**config.mk**
```make
export PLATFORM = sky130hd
export DESIGN_NAME = cpu_sequencer
export DESIGN_NICKNAME = d
export VERILOG_FILES = /design/src/rtl/cpu_pkg.sv /design/src/rtl/instr_decode.sv /design/src/rtl/cpu_sequencer.sv
export SDC_FILE = /design/constraint.sdc
export NUM_CORES = 1
export LEC_CHECK = 0
export BUFFER_PORTS_ARGS = -buffer_cell sky130_fd_sc_hd__buf_4
export CAP_MARGIN = 20
export CORE_MARGIN = 5
export CORE_UTILIZATION = 31
export CTS_CLUSTER_SIZE = 25
export DETAILED_ROUTE_END_ITERATION = 10
export PLACE_DENSITY = 0.65
export SETUP_SLACK_MARGIN = 0.1
export SLEW_MARGIN = 20
export SYNTH_ARGS = -nofsm -noshare
export SYNTH_HDL_FRONTEND = slang
export SYNTH_SLANG_ARGS = --single-unit
```
**constraint.sdc**
```tcl
create_clock -name clk -period 2.03 [get_ports clk]
set_input_delay 0.3045 -clock clk [delete_from_list [all_inputs] [get_ports clk]]
set_output_delay 0.3045 -clock clk [all_outputs]
set_load 0.01 [all_outputs]
```
**src/rtl/cpu_pkg.sv**
```systemverilog
// Shared types and instruction field positions for the sequencer and its decoder.
package cpu_pkg;

    // Instruction field positions (16-bit word)
    localparam int OPC_MSB = 15;
    localparam int OPC_LSB = 12;
    localparam int RD_MSB  = 11;
    localparam int RD_LSB  = 9;
    localparam int RS_MSB  = 8;
    localparam int RS_LSB  = 6;
    localparam int IMM_MSB = 7;
    localparam int IMM_LSB = 0;

    typedef enum logic [3:0] {
        OP_NOP  = 4'h0,
        OP_ADD  = 4'h1,
        OP_SUB  = 4'h2,
        OP_AND  = 4'h3,
        OP_OR   = 4'h4,
        OP_LDI  = 4'h5,
        OP_MOV  = 4'h6,
        OP_BR   = 4'h8,
        OP_BZ   = 4'h9,
        OP_BN   = 4'hA,
        OP_HALT = 4'hF
    } opcode_t;

    typedef enum logic [2:0] {
        ALU_ADD  = 3'd0,
        ALU_SUB  = 3'd1,
        ALU_AND  = 3'd2,
        ALU_OR   = 3'd3,
        ALU_PASS = 3'd4
    } alu_func_t;

    typedef enum logic [1:0] {
        ST_FETCH  = 2'd0,
        ST_EXEC   = 2'd1,
        ST_HALTED = 2'd2
    } seq_state_t;

    // Coarse instruction class the sequencer dispatches on
    typedef enum logic [2:0] {
        CLS_NOP  = 3'd0,
        CLS_ALU  = 3'd1,
        CLS_LDI  = 3'd2,
        CLS_BR   = 3'd3,
        CLS_BZ   = 3'd4,
        CLS_BN   = 3'd5,
        CLS_HALT = 3'd6,
        CLS_ILL  = 3'd7
    } op_class_t;

endpackage

```
**src/rtl/instr_decode.sv**
```systemverilog
// Pure combinational instruction decoder: splits a 16-bit word into class,
// ALU function and raw register/immediate fields. No gating by state here.
module instr_decode
    import cpu_pkg::*;
(
    input  logic [15:0] instr,
    output op_class_t   op_class,
    output alu_func_t   alu_func,
    output logic [2:0]  rd,
    output logic [2:0]  rs,
    output logic [7:0]  imm,
    output logic        illegal
);

    assign rd  = instr[RD_MSB:RD_LSB];
    assign rs  = instr[RS_MSB:RS_LSB];
    assign imm = instr[IMM_MSB:IMM_LSB];

    // Map opcode to class and ALU function; undefined opcodes fall to CLS_ILL
    always_comb begin
        op_class = CLS_ILL;
        alu_func = ALU_ADD;
        case (instr[OPC_MSB:OPC_LSB])
            OP_NOP:  op_class = CLS_NOP;
            OP_ADD:  begin op_class = CLS_ALU; alu_func = ALU_ADD;  end
            OP_SUB:  begin op_class = CLS_ALU; alu_func = ALU_SUB;  end
            OP_AND:  begin op_class = CLS_ALU; alu_func = ALU_AND;  end
            OP_OR:   begin op_class = CLS_ALU; alu_func = ALU_OR;   end
            OP_MOV:  begin op_class = CLS_ALU; alu_func = ALU_PASS; end
            OP_LDI:  op_class = CLS_LDI;
            OP_BR:   op_class = CLS_BR;
            OP_BZ:   op_class = CLS_BZ;
            OP_BN:   op_class = CLS_BN;
            OP_HALT: op_class = CLS_HALT;
            default: op_class = CLS_ILL;
        endcase
    end

    assign illegal = (op_class == CLS_ILL);

endmodule

```
**src/rtl/cpu_sequencer.sv**
```systemverilog
// Fetch/execute control FSM. Two cycles per instruction (FETCH, EXEC);
// controls are combinational from state + instr and live for the EXEC cycle
// only. State and Z/N flags are the only registered information.
module cpu_sequencer
    import cpu_pkg::*;
#(
    parameter int p_size = 6,
    parameter int i_size = 16
) (
    input  logic              clk,
    input  logic              n_reset,
    input  logic [i_size-1:0] instr,
    input  logic              alu_z,
    input  logic              alu_n,
    output logic              pc_incr,
    output logic              pc_relbranch,
    output logic [p_size-1:0] branch_addr,
    output logic [2:0]        alu_func,
    output logic              reg_we,
    output logic [2:0]        rd_addr,
    output logic [2:0]        rs_addr,
    output logic              imm_sel,
    output logic [7:0]        imm,
    output logic              halted,
    output logic              illegal
);

    seq_state_t state_q, state_d;
    logic       z_q, z_d;
    logic       n_q, n_d;

    op_class_t  dec_class;
    alu_func_t  dec_func;
    logic [2:0] dec_rd;
    logic [2:0] dec_rs;
    logic [7:0] dec_imm;
    logic       dec_ill;

    instr_decode u_decode (
        .instr    (instr),
        .op_class (dec_class),
        .alu_func (dec_func),
        .rd       (dec_rd),
        .rs       (dec_rs),
        .imm      (dec_imm),
        .illegal  (dec_ill)
    );

    // Next state, flag update and EXEC-cycle control decode
    always_comb begin
        state_d      = state_q;
        z_d          = z_q;
        n_d          = n_q;
        pc_incr      = 1'b0;
        pc_relbranch = 1'b0;
        branch_addr  = '0;
        alu_func     = 3'd0;
        reg_we       = 1'b0;
        rd_addr      = 3'd0;
        rs_addr      = 3'd0;
        imm_sel      = 1'b0;
        imm          = 8'd0;
        illegal      = 1'b0;

        case (state_q)
            ST_FETCH: state_d = ST_EXEC;
            ST_EXEC: begin
                state_d = ST_FETCH;
                case (dec_class)
                    CLS_NOP: pc_incr = 1'b1;
                    CLS_ALU: begin
                        reg_we   = 1'b1;
                        rd_addr  = dec_rd;
                        rs_addr  = dec_rs;
                        alu_func = dec_func;
                        pc_incr  = 1'b1;
                        z_d      = alu_z;
                        n_d      = alu_n;
                    end
                    CLS_LDI: begin
                        reg_we  = 1'b1;
                        imm_sel = 1'b1;
                        imm     = dec_imm;
                        rd_addr = dec_rd;
                        pc_incr = 1'b1;
                    end
                    CLS_BR: begin
                        pc_relbranch = 1'b1;
                        branch_addr  = instr[p_size-1:0];
                    end
                    // Conditional branches test the flags left by the last ALU op
                    CLS_BZ, CLS_BN: begin
                        if ((dec_class == CLS_BZ) ? z_q : n_q) begin
                            pc_relbranch = 1'b1;
                            branch_addr  = instr[p_size-1:0];
                        end else begin
                            pc_incr = 1'b1;
                        end
                    end
                    CLS_HALT: state_d = ST_HALTED;
                    CLS_ILL: begin
                        illegal = dec_ill;
                        pc_incr = 1'b1;
                    end
                    default: ;
                endcase
            end
            ST_HALTED: state_d = ST_HALTED;
            default:   state_d = ST_FETCH;
        endcase
    end

    assign halted = (state_q == ST_HALTED);

    // State and condition flags; async reset returns to FETCH with clear flags
    always_ff @(posedge clk or negedge n_reset) begin
        if (!n_reset) begin
            state_q <= ST_FETCH;
            z_q     <= 1'b0;
            n_q     <= 1'b0;
        end else begin
            state_q <= state_d;
            z_q     <= z_d;
            n_q     <= n_d;
        end
    end

endmodule

```
==> metrics <==
sum of negative setup slack 0 ns; crit path capture type output pin; met3 Resource Use GR under 10%; total global routing overflow 0; source of the worst register-to-register timing path state_q[1]; commonest non-fill, non-tap cell in the layout buf_4; number of buffers created by CTS 3; Worst IR Drop VDD ~0.00051 V; post-synth design cell area about 540 sq um; Final setup violation count 0; commonest cells after routing, fill and taps aside buf_4 (50), and2_1 (15), and3_1 (6); initial antenna violation count 0; CP Launch Point state_q[1]; total clock sinks 4; PortBufs 48; Tmin final approximately 1.9 ns; Worst-Margin Slew between 0.4 and 0.5 ns; count of antenna diodes in the layout 0; total power between 0.6 and 0.7 mW; mean post-synth cell area roughly 7.4 sq um; Die X-Extent approximately 52 microns; Die Outline Area around 2700 sq um; R2R depth 4; standby leakage power just over 0.5 nW; filler instances between 150 and 200; most heavily used metal layer in global routing met2; post-place setup slack 0.220 ns; normalized max-slew margin 72.1%; insertion delay to the later sink of the worst-skew pair around 0.24 ns; count of synthesis-stage warnings from yosys 0; ratio of cells with drive above 1 in the final layout 50.4%; Final Routed Wirelength approximately 1.9 mm; worst min path class in -> async; Final WS setup ~0.16 ns; remaining antenna violation count 0; Via-to-Cell Ratio about 5.3; Arrival @ worst endpoint 1.57 ns; Seq cells post-synth 4; DRC violations left 0; placeable core region ~1700 sq um; setup slack of the most critical reg-to-reg path 0.33 ns; met2 layer usage reported by global route 25.8%; proportion of synthesized chip area in sequential cells a little under a fifth; Initial Utilization a little under a third; # nets final 145; met1 global-route usage 15.3%; setup repair after global routing missed its margin true; relative area change from synthesis to final layout 82.5%; sum of net half-perimeters after detailed placement around 1.5 mm; vias roughly 740; DIE HEIGHT ~52 microns; Fin. Hold Viols 0; max-capacitance violation count 0; number of global-route vias before repair 690; largest net degree at the start of global routing 17; capture point of the critical path alu_func[2]; fraction of the cycle the final worst path needs approximately 90%; critical path class reg -> out; global-route wire length before repair a little under 3 mm; data required time at the worst endpoint approximately 1.7 ns; Global Route Usage Sum around 15%; I/O Pins between 40 and 50; master cell of the clock root buffer clkbuf_4; violation count after the first detailed-routing iteration 2; count of standard-cell rows 15; endpoint of the lowest-slack register-to-register path n_q; result of the run finished, final reports clean; ratio of total power to cell area approximately 650 nW/um^2; number of slew-limit violations in the final report 0; synthesized netlist net count just over 90; largest fanout of any net on the critical path 8; maximum number of buffers from clock root to sink 2; post-synthesis instance total slightly above 70; WL per Instance between 10 and 15 microns; skew final 0.00758 ns; maximum operating frequency around 530 MHz; clock slew seen by the registers of the worst setup and hold paths approximately 0.040 ns; share of the core filled with cells 57.9%; startpoint types register; clock tree from TritonCTS built; CTS H-tree lvls 1; routability-driven placement congestion ratio roughly 0.75; count of TritonRoute iterations in the first routing pass 4; Cell variety after synth 30
-- sequential cells by signal, indices dropped and copies added (netlist names) --
signal   flops
state_q      2
z_q          1
n_q          1
-- critical path, stage by stage (launching register included) --
cell and delay, ns:
dfrtp_1 0.39, or3b_4 0.44, buf_4 0.19, nor3_1 0.17, buf_4 0.15
-- how the worst min path moves through the flow --
stage | to | slack [ns] | cells after the start
detailed placement | state_q[1] | 0.10 | 1
CTS | state_q[0] | 0.39 | 2
floorplan | n_q | 0.009 | 0
finish | state_q[0] | 0.40 | 2
global placement | state_q[0] | 0.1 | 1
global route | z_q | 0.41 | 2
-- final cells by class --
| cell class | count | area, sq um | share of cell area, % |
|---|---|---|---|
| repair buffers | 51 | 385 | 39.4 |
| multi-input cells | 62 | 437 | 44.7 |
| clock buffers | 3 | 22.5 | 2.30 |
| inverters | 3 | 11.3 | 1.15 |
| flip-flops and latches | 4 | 100 | 10.2 |
| well taps | 17 | 21.3 | 2.18 |
-- report_power, final --
part           switching (mW)  internal, mW  leakage (nW)
clock network          0.0309        0.0660        0.0138
registers              0.0274         0.114        0.0491
logic                   0.192         0.203         0.442
-- per-stage QoR --
| stage | hold slack [ns] | cell area, sq um | instances |
|---|---|---|---|
| floorplan | 0.00891 | 536 | 72 |
| finish | 0.402 | 977 | 140 |
| CTS | 0.386 | 950 | 139 |
| global placement | 0.0997 | 902 | 134 |
| global route | 0.407 | 977 | 140 |
| detailed placement | 0.100 | 902 | 134 |
-- kinds of logic after synthesis --
family,synth area share (%)
XOR/XNOR,3.27
AO/OA/AOI/OAI,16.6
AND/OR/NAND/NOR,55.1
buffers and inverters,6.31
flip-flops,18.7
-- routing by layer --
layer,up-vias,share of wire [%]
met5,-,0
met2,41,51
met1,328,37
met3,6,9.9
li1,361,-
met4,0,2.8
-- timing repair --
item / CTS / global route
resized for setup: 2 / 4
hold buffers: 1 / 0
pin swaps: 2 / 1
cloned: 1 / 0
setup endpoints to repair: 21 / 17
buffers inserted: 0 / 1
hold endpoints to repair: 4 / 0
-- synthesized netlist by cell type --
| master | instances | area (sq um) |
|---|---|---|
| and2_1 | 15 | 93.8 |
| and3_1 | 6 | 37.5 |
| dfrtp_1 | 4 | 100 |
| nand2_1 | 4 | 15.0 |
| nand3_1 | 4 | 20.0 |
| inv_1 | 3 | 11.3 |
| nor2_1 | 3 | 11.3 |
| nor3_1 | 3 | 15.0 |
| a21oi_1 | 2 | 10.0 |
| a221oi_1 | 2 | 17.5 |
| clkbuf_1 | 2 | 7.51 |
| nor2b_1 | 2 | 12.5 |
| nor4_1 | 2 | 12.5 |
| o22ai_1 | 2 | 12.5 |
| or2_2 | 2 | 12.5 |
| or2b_1 | 2 | 15.0 |
| a2111oi_4 | 1 | 27.5 |
| a31oi_1 | 1 | 6.26 |
| buf_1 | 1 | 3.75 |
| buf_6 | 1 | 11.3 |
| nand2b_1 | 1 | 6.26 |
| nand4_1 | 1 | 6.26 |
| nor3_4 | 1 | 16.3 |
| o211ai_1 | 1 | 7.51 |
| o21bai_1 | 1 | 7.51 |
| or2_1 | 1 | 6.26 |
| or3_1 | 1 | 6.26 |
| or3b_1 | 1 | 8.76 |
| xnor2_1 | 1 | 8.76 |
| xor2_1 | 1 | 8.76 |
Note: power is estimated with default switching activity, not from simulation.
